===== src/rtl/uart_pkg.sv =====
// Constants and types shared by the UART transmit-side blocks.
package uart_pkg;
  localparam int LEN_W       = 2;
  localparam int BYTE_W      = 8;
  localparam int GAP_W       = 18;
  localparam int GAP_DEFAULT = 166576;

  typedef enum logic [1:0] {
    ST_IDLE = 2'd0,
    ST_SEND = 2'd1,
    ST_DONE = 2'd2
  } tx_state_e;

  typedef struct packed {
    logic [LEN_W-1:0]    len;
    logic [4*BYTE_W-1:0] data;
  } frame_t;
endpackage


===== src/rtl/tx_gap_timer.sv =====
// Inter-byte gap timer: reloads on every strobe, saturates at GAP.
module tx_gap_timer
  import uart_pkg::*;
#(
  parameter int GAP = GAP_DEFAULT
) (
  input  logic clk,
  input  logic rst,
  input  logic load_i,
  output logic expired_o
);
  localparam logic [GAP_W-1:0] GAP_V = GAP_W'(GAP);

  logic [GAP_W-1:0] cnt_q, cnt_d;

  // Loaded with 1 on the strobe decision so it reads GAP exactly GAP-1
  // cycles after the strobe, which is the decision cycle for the next one.
  always_comb begin
    cnt_d = cnt_q;
    if (load_i)              cnt_d = GAP_W'(1);
    else if (cnt_q < GAP_V)  cnt_d = cnt_q + 1'b1;
  end

  always_ff @(posedge clk or negedge rst) begin
    if (!rst) cnt_q <= '0;
    else      cnt_q <= cnt_d;
  end

  assign expired_o = (cnt_q == GAP_V);
endmodule


===== src/rtl/uart_tx_arb.sv =====
// Two-requester round-robin arbiter feeding a byte serializer with paced strobes.
module uart_tx_arb
  import uart_pkg::*;
#(
  parameter int GAP = GAP_DEFAULT
) (
  input  logic              clk,
  input  logic              rst,
  input  logic              req0,
  input  logic              req1,
  input  logic [LEN_W-1:0]  len0,
  input  logic [LEN_W-1:0]  len1,
  input  logic [31:0]       data0,
  input  logic [31:0]       data1,
  input  logic              tx_busy,
  output logic              gnt0,
  output logic              gnt1,
  output logic              done0,
  output logic              done1,
  output logic              tx_ready,
  output logic [BYTE_W-1:0] tx_data,
  output logic              owner,
  output logic              busy
);
  tx_state_e         state_q, state_d;
  frame_t            frame_q, frame_d;
  logic [LEN_W-1:0]  idx_q, idx_d;
  logic [BYTE_W-1:0] txd_q, txd_d;
  logic last_q, last_d, owner_q, owner_d, fin_q, fin_d;
  logic gnt0_q, gnt0_d, gnt1_q, gnt1_d, done0_q, done0_d, done1_q, done1_d;
  logic txr_q, txr_d, busy_q, busy_d;
  logic sel, expired;

  tx_gap_timer #(.GAP(GAP)) u_gap (
    .clk       (clk),
    .rst       (rst),
    .load_i    (txr_d),
    .expired_o (expired)
  );

  always_comb begin
    state_d = state_q;
    frame_d = frame_q;
    idx_d   = idx_q;
    txd_d   = txd_q;
    last_d  = last_q;
    owner_d = owner_q;
    fin_d   = fin_q;
    gnt0_d  = 1'b0;
    gnt1_d  = 1'b0;
    done0_d = 1'b0;
    done1_d = 1'b0;
    txr_d   = 1'b0;
    // On a tie the requester that was not served last wins.
    sel     = (req0 & req1) ? ~last_q : req1;
    case (state_q)
      ST_IDLE: if (req0 | req1) begin
        state_d      = ST_SEND;
        last_d       = sel;
        owner_d      = sel;
        frame_d.len  = sel ? len1 : len0;
        frame_d.data = sel ? data1 : data0;
        idx_d        = '0;
        fin_d        = 1'b0;
        gnt0_d       = ~sel;
        gnt1_d       = sel;
      end
      ST_SEND: begin
        if (txr_q && fin_q) begin
          state_d = ST_DONE;
          done0_d = ~owner_q;
          done1_d = owner_q;
        end else if (!fin_q && !txr_q && !tx_busy && (idx_q == '0 || expired)) begin
          // First byte ignores the gap; later bytes wait for the timer.
          txr_d = 1'b1;
          txd_d = frame_q.data[{idx_q, 3'b000} +: BYTE_W];
          idx_d = idx_q + 1'b1;
          fin_d = (idx_q == frame_q.len);
        end
      end
      ST_DONE: state_d = ST_IDLE;
      default: state_d = ST_IDLE;
    endcase
    busy_d = (state_d != ST_IDLE);
  end

  always_ff @(posedge clk or negedge rst) begin
    if (!rst) begin
      state_q <= ST_IDLE;
      frame_q <= '0;
      idx_q   <= '0;
      txd_q   <= '0;
      last_q  <= 1'b1;
      owner_q <= 1'b0;
      fin_q   <= 1'b0;
      gnt0_q  <= 1'b0;
      gnt1_q  <= 1'b0;
      done0_q <= 1'b0;
      done1_q <= 1'b0;
      txr_q   <= 1'b0;
      busy_q  <= 1'b0;
    end else begin
      state_q <= state_d;
      frame_q <= frame_d;
      idx_q   <= idx_d;
      txd_q   <= txd_d;
      last_q  <= last_d;
      owner_q <= owner_d;
      fin_q   <= fin_d;
      gnt0_q  <= gnt0_d;
      gnt1_q  <= gnt1_d;
      done0_q <= done0_d;
      done1_q <= done1_d;
      txr_q   <= txr_d;
      busy_q  <= busy_d;
    end
  end

  assign gnt0     = gnt0_q;
  assign gnt1     = gnt1_q;
  assign done0    = done0_q;
  assign done1    = done1_q;
  assign tx_ready = txr_q;
  assign tx_data  = txd_q;
  assign owner    = owner_q;
  assign busy     = busy_q;
endmodule


===== config.mk =====
export PLATFORM = sky130hd
export DESIGN_NAME = uart_tx_arb
export DESIGN_NICKNAME = d
export VERILOG_FILES = /design/src/rtl/uart_pkg.sv /design/src/rtl/tx_gap_timer.sv /design/src/rtl/uart_tx_arb.sv
export SDC_FILE = /design/constraint.sdc
export NUM_CORES = 1
export LEC_CHECK = 0
export BUFFER_PORTS_ARGS = -buffer_cell sky130_fd_sc_hd__buf_2
export CELL_PAD_IN_SITES_DETAIL_PLACEMENT = 1
export CELL_PAD_IN_SITES_GLOBAL_PLACEMENT = 2
export CORE_MARGIN = 3
export CORE_UTILIZATION = 34
export DETAILED_ROUTE_END_ITERATION = 8
export PLACE_DENSITY = 0.89
export SLEW_MARGIN = 20
export SYNTH_ARGS = -nofsm -noshare
export SYNTH_HDL_FRONTEND = slang
export SYNTH_SLANG_ARGS = --single-unit

===== constraint.sdc =====
create_clock -name clk -period 2.86 [get_ports clk]
set_input_delay 0.429 -clock clk [delete_from_list [all_inputs] [get_ports clk]]
set_output_delay 0.429 -clock clk [all_outputs]
set_load 0.02 [all_outputs]

* Yosys cells after proc, flatten, opt, wreduce, memory -nomap -nowiden
Index checks and enable logic that the tools add are counted.
Operators by class: add/subtract/negate cells 2, order comparisons 1, eq/ne operators 6, shifts and indexed selects 1, multiplexer cells 27, bitwise logic cells 6, reductions and logical operators 16
Operators by type and width (number):
- 18-bit two-way mux | 2
- 32-bit two-way mux | 1
- 32-bit by 6-bit indexed part select with 8-bit output | 1
- 18-bit by 1-bit adder with 18-bit output (second input constant) | 1
- 18-bit == test (second input constant) | 1
- 18-bit less-than comparator (second input constant) | 1
- 1-bit two-way mux | 15
- 2-bit two-way mux | 6
- 2-bit one-hot mux with 2 select lines | 2
- 2-bit != test (second input constant) | 3
- 2-bit nonzero test | 3
- 1-bit logical AND | 4
- 2-bit logical NOT | 2
- 1-bit inverter | 4
- 4-bit AND reduction | 1
- 1-bit logical NOT | 3
- 3-bit AND reduction | 1
- 2-bit by 1-bit adder with 2-bit output (second input constant) | 1
- 2-bit by 1-bit == test with 1-bit output (second input constant) | 1
- 2-bit == test | 1
- 1-bit one-hot mux with 2 select lines | 1
- 2-bit AND reduction | 1
- 1-bit AND | 1
- 1-bit logical OR | 1
- 1-bit bitwise OR | 1
Word-level totals: register bits after elaboration 73, input port bits 73, output and inout bits 15, word-level logic and storage cells 74

* Logic depth before layout (Yosys ltp)
depth in word-level cells 8, gate-level depth with buffers 9, depth with buffers taken out 7

* Hierarchy
Synthesis repeated with hierarchy kept, for this count alone.
Unflattened totals: cell total of the unflattened synthesis 317, area, all modules 3604.7 µm²
Modules (own cells, without submodules):
- uart_tx_arb | instances 1, cells each 206, area an instance 2553.7 µm²
- tx_gap_timer | instances 1, cells each 111, area an instance 1051.0 µm²

* Worst setup path after synthesis
OpenSTA, ideal clock, no wires.
path kind register to register, start point register idx_q[0], end point register idx_q[1], library setup time 0.126 ns, data arrival time 2.008 ns, data required time 2.734 ns, path slack 0.726 ns, cell stages (with the launch flop) 8, buffers on the path 2, clock period less this slack 2.134 ns, cells stage by stage dfrtp_1 -> buf_1 -> inv_1 -> ha_1 -> a31o_2 -> and2_4 -> buf_12 -> a221o_1
On the way: cells in the longest elaborated chain, start to end 5
Ends and longest elaborated chain:
- start: declaration | RTL line uart_tx_arb.sv:27 | logic [LEN_W-1:0] idx_q, idx_d;
- start signal: assignment | RTL line uart_tx_arb.sv:105 | idx_q <= idx_d;
- parallel branches: the longest is 5 deep, another holds 2-bit by 1-bit adder with 2-bit output
Several ways; the timed one is not identified. The select of a mux whose other input is x is not followed. A chain may end at the register's enable or synchronous reset.

* Worst setup path after layout
start point register u_gap.cnt_q[0], end point register txd_q[4], in the netlist tx_data[4]
On the way: cells in the longest elaborated chain, start to end 4
Ends and longest elaborated chain:
- start: declaration | RTL line tx_gap_timer.sv:14 | logic [GAP_W-1:0] cnt_q, cnt_d;
- start signal: assignment | RTL line tx_gap_timer.sv:26 | else cnt_q <= cnt_d;
- 18-bit == test | RTL line tx_gap_timer.sv:29 | assign expired_o = (cnt_q == GAP_V);
- 1-bit logical OR | RTL line uart_tx_arb.sv:73 | end else if (!fin_q && !txr_q && !tx_busy && (idx_q == '0 || expired)) begin
- 1-bit logical AND | RTL line uart_tx_arb.sv:73
- 3-bit AND reduction (no source line)
- end signal: assignment | RTL line uart_tx_arb.sv:106 | txd_q <= txd_d;
- end: declaration | RTL line uart_tx_arb.sv:28 | logic [BYTE_W-1:0] txd_q, txd_d;
Every way passes these cells.

==> out/summary.txt <==
Synth Area in XOR/XNOR - 0.0335
CP required - 3.10 ns
final wirelength - 9310 um
die width - 110 um
Post-CTS Setup Bufs - 0
Post-Syn Area per Cell - 10.8 um2
first-pass detailed-route iteration total - 4
Power per Cell Area - 882 nW/um2
leading area contributor after synthesis - dfrtp_1
max incr delay on CP - 0.44 ns
Vias - 2860
vias in the first global route - 2937
initial core utilization - 0.353
IO buf count - 87
reg2reg end - tx_data[4]$_DFFE_PN0P_
Layout Nets - 499
die footprint - 12000 um2
CTS tree - built
Setup TNS - 0 ns
DIE HEIGHT - 110 um
main flop type after synthesis - dfrtp_1
f_max - 0.413 GHz
final hold vios - 0
number of H-tree levels - 3
clock latency on the worst-skew pair - 0.36 ns
Compound-Gate Fraction of Synth Area - 0.123
clk sinks - 73
row cnt - 37
Max Cap Viol - 0
GRT busiest layer - met2
Max-slew headroom - 0.378
first-pass GRT wire length - 14800 um
clk buf depth - 2
M2 GR Usage - 0.260
Synth Cell Area - 3660 um2
CTS buffer count - 9
WL/cell - 16.5 um
ys async rst share - 1.00
Critical Path Start Type - flip-flop
Post-Place Worst Slack - 0.459 ns
clock root buffer - clkbuf_8
Slew @ Worst Pin - 0.933 ns
Worst Setup Path Type - reg2reg
synth warn - 0
multiplexer share of the synthesized area - 0.167
Yosys top cell area share - 0.493
Synthesized Nets - 414
crit path launch - u_gap.cnt_q[0]$_DFFE_PN0P_
Area Overhead vs Synth - 20.5%
post-synthesis sequential area ratio - 0.500
fraction of layout cells with a size suffix above 1 - 0.304
Hold/Removal Path Class - in2async
total grt overflow - 0
Lkg Pwr - 2.05 nW
met3 Track Usage GR - 0.0335
Critical Path AT - 2.66 ns
Residual DRC - 0
CTS clock-pin slew for the worst setup and hold paths - 0.08 ns
antenna-violating nets left - 0
HPWL Detailed - 6860 um
status - complete, no violations
Clock Skew - 0.0110 ns
Crit Path Max Fanout - 29
EDFF count, synth - 0
M1 GR Usage - 0.211
critical path, cell by cell - inv_1, ha_1, or4b_1, nor4_2, a31o_2, and2_4, mux2_4
CP Capture Type - flip-flop
final period utilization - 0.846
initial antenna violation count - 0
fin crit period - 2.42 ns
unrepaired setup endpoints after global routing - false
gpl congestion - 0.859
simple-gate share of the synthesized area - 0.131
DRT iter0 DRCs - 82
slowest cell on the critical path - or4b_1
Post-Route Utilization - 0.425
R2R setup slack - 0.44 ns
drt via density - 5.07
Cell variety after synth - 51
final setup fails - 0
Final Max Tran Viols - 0
final worst slack - 0.440 ns
ranking of synthesized cells by area - dfrtp_1, mux2i_1, nand2_1, mux4_2, o21ai_0
n_diodes - 0
main combinational cell family by area after synthesis - multiplexers
total track usage - 0.160
most frequent cells in the layout - buf_2, dfrtp_1, nand2_1, mux2i_1, o21ai_0
# IOs - 88
Cells after Synth - 338
largest net degree at the start of global routing - 74
reg2reg start - u_gap.cnt_q[0]$_DFFE_PN0P_
Reg2Reg Depth - 7
register bit total from synthesis - 73
Adder-Cell Fraction of Synth Area - 0.0103
most common cell after layout, fill and taps aside - buf_2
hold buffers post-CTS - 0
worst vdd ir - 0.464 mV
post-CTS sizing - 0
core area - 10400 um2
-- how the worst max path moves through the flow --
stage,depth (start not counted),end,slack [ns]
global placement,7,tx_data[2]$_DFFE_PN0P_,0.52
floorplan,7,idx_q[1]$_DFFE_PN0P_,0.73
detailed placement,7,tx_data[6]$_DFFE_PN0P_,0.46
CTS,7,tx_data[6]$_DFFE_PN0P_,0.43
finish,7,tx_data[4]$_DFFE_PN0P_,0.44
global route,7,tx_data[6]$_DFFE_PN0P_,0.28
-- flip-flops by register name, indices dropped and copies added (netlist names) --
| name | cells |
|---|---|
| owner | 1 |
| state_q | 2 |
| done1 | 1 |
| busy | 1 |
| tx_ready | 1 |
| tx_data | 8 |
| gnt1 | 1 |
| last_q | 1 |
| gnt0 | 1 |
| fin_q | 1 |
| u_gap.cnt_q | 18 |
| done0 | 1 |
| idx_q | 2 |
| frame_q | 34 |
-- Yosys cell counts (4+ instances only) --
cell type	count
mux4_2	8
nand3_1	4
nand2_1	50
clkbuf_1	10
a21oi_1	6
xor2_1	5
dfrtp_1	72
nor3_1	6
xnor2_1	9
mux2_4	8
nand4_1	6
inv_1	8
o211ai_1	6
nor2_1	21
a22oi_1	4
o21ai_0	30
mux2i_1	31
-- critical path: cells and delay by family (launching register included) --
| kind | cells | cell delay (ns) |
|---|---|---|
| AOI/OAI and AO/OA | 1 | 0.23 |
| buffers and inverters | 1 | 0.13 |
| muxes | 1 | 0.33 |
| adders and majority gates | 1 | 0.15 |
| DFF | 1 | 0.41 |
| and+or+nand+nor | 3 | 1.03 |
-- cell families (layout without fill, tap and decap cells) --
group                    Yosys count  after routing
AND/OR/NAND/NOR                  104            104
flip-flops                        73             73
AO/OA/AOI/OAI                     71             71
multiplexers                      47             47
buffers and inverters             26            116
XOR/XNOR                          14             14
adder cells (fa/ha/maj)            3              3
-- report_power, final --
part           total, mW  internal (mW)  switching (mW)  leakage (nW)
sequential          1.72           1.42           0.301         0.928
combinational       1.41          0.676           0.733          1.04
clock              0.752          0.327           0.425        0.0850
-- final cells by class --
type                            instances  area, um2
Clock buffer                           10        128
Fill cell                            1213       5960
Multi-Input combinational cell        239       1720
Tap cell                              136        170
Sequential cell                        73       1830
Inverter                                8       30.0
Clock inverter                          6       52.6
Timing Repair Buffer                   92        475
-- stage by stage --
step | total power, mW | cells | hold slack, ns | area, um2
2_1_floorplan | 2.73 | 338 | 0.133 | 3660
3_3_place_gp | 3.09 | 548 | 0.455 | 4230
3_5_place_dp | 3.19 | 548 | 0.460 | 4230
4_1_cts | 3.95 | 564 | 0.237 | 4410
5_1_grt | 4.18 | 564 | 0.285 | 4410
6_report | 3.89 | 564 | 0.201 | 4410
-- layer usage --
layer | part of all wire | wire length [um]
met1 | 0.46 | 4250
met2 | 0.49 | 4590
met3 | 0.037 | 345
met4 | 0.014 | 131
met5 | 0 | 0
Note: power is estimated with default switching activity, not from simulation.
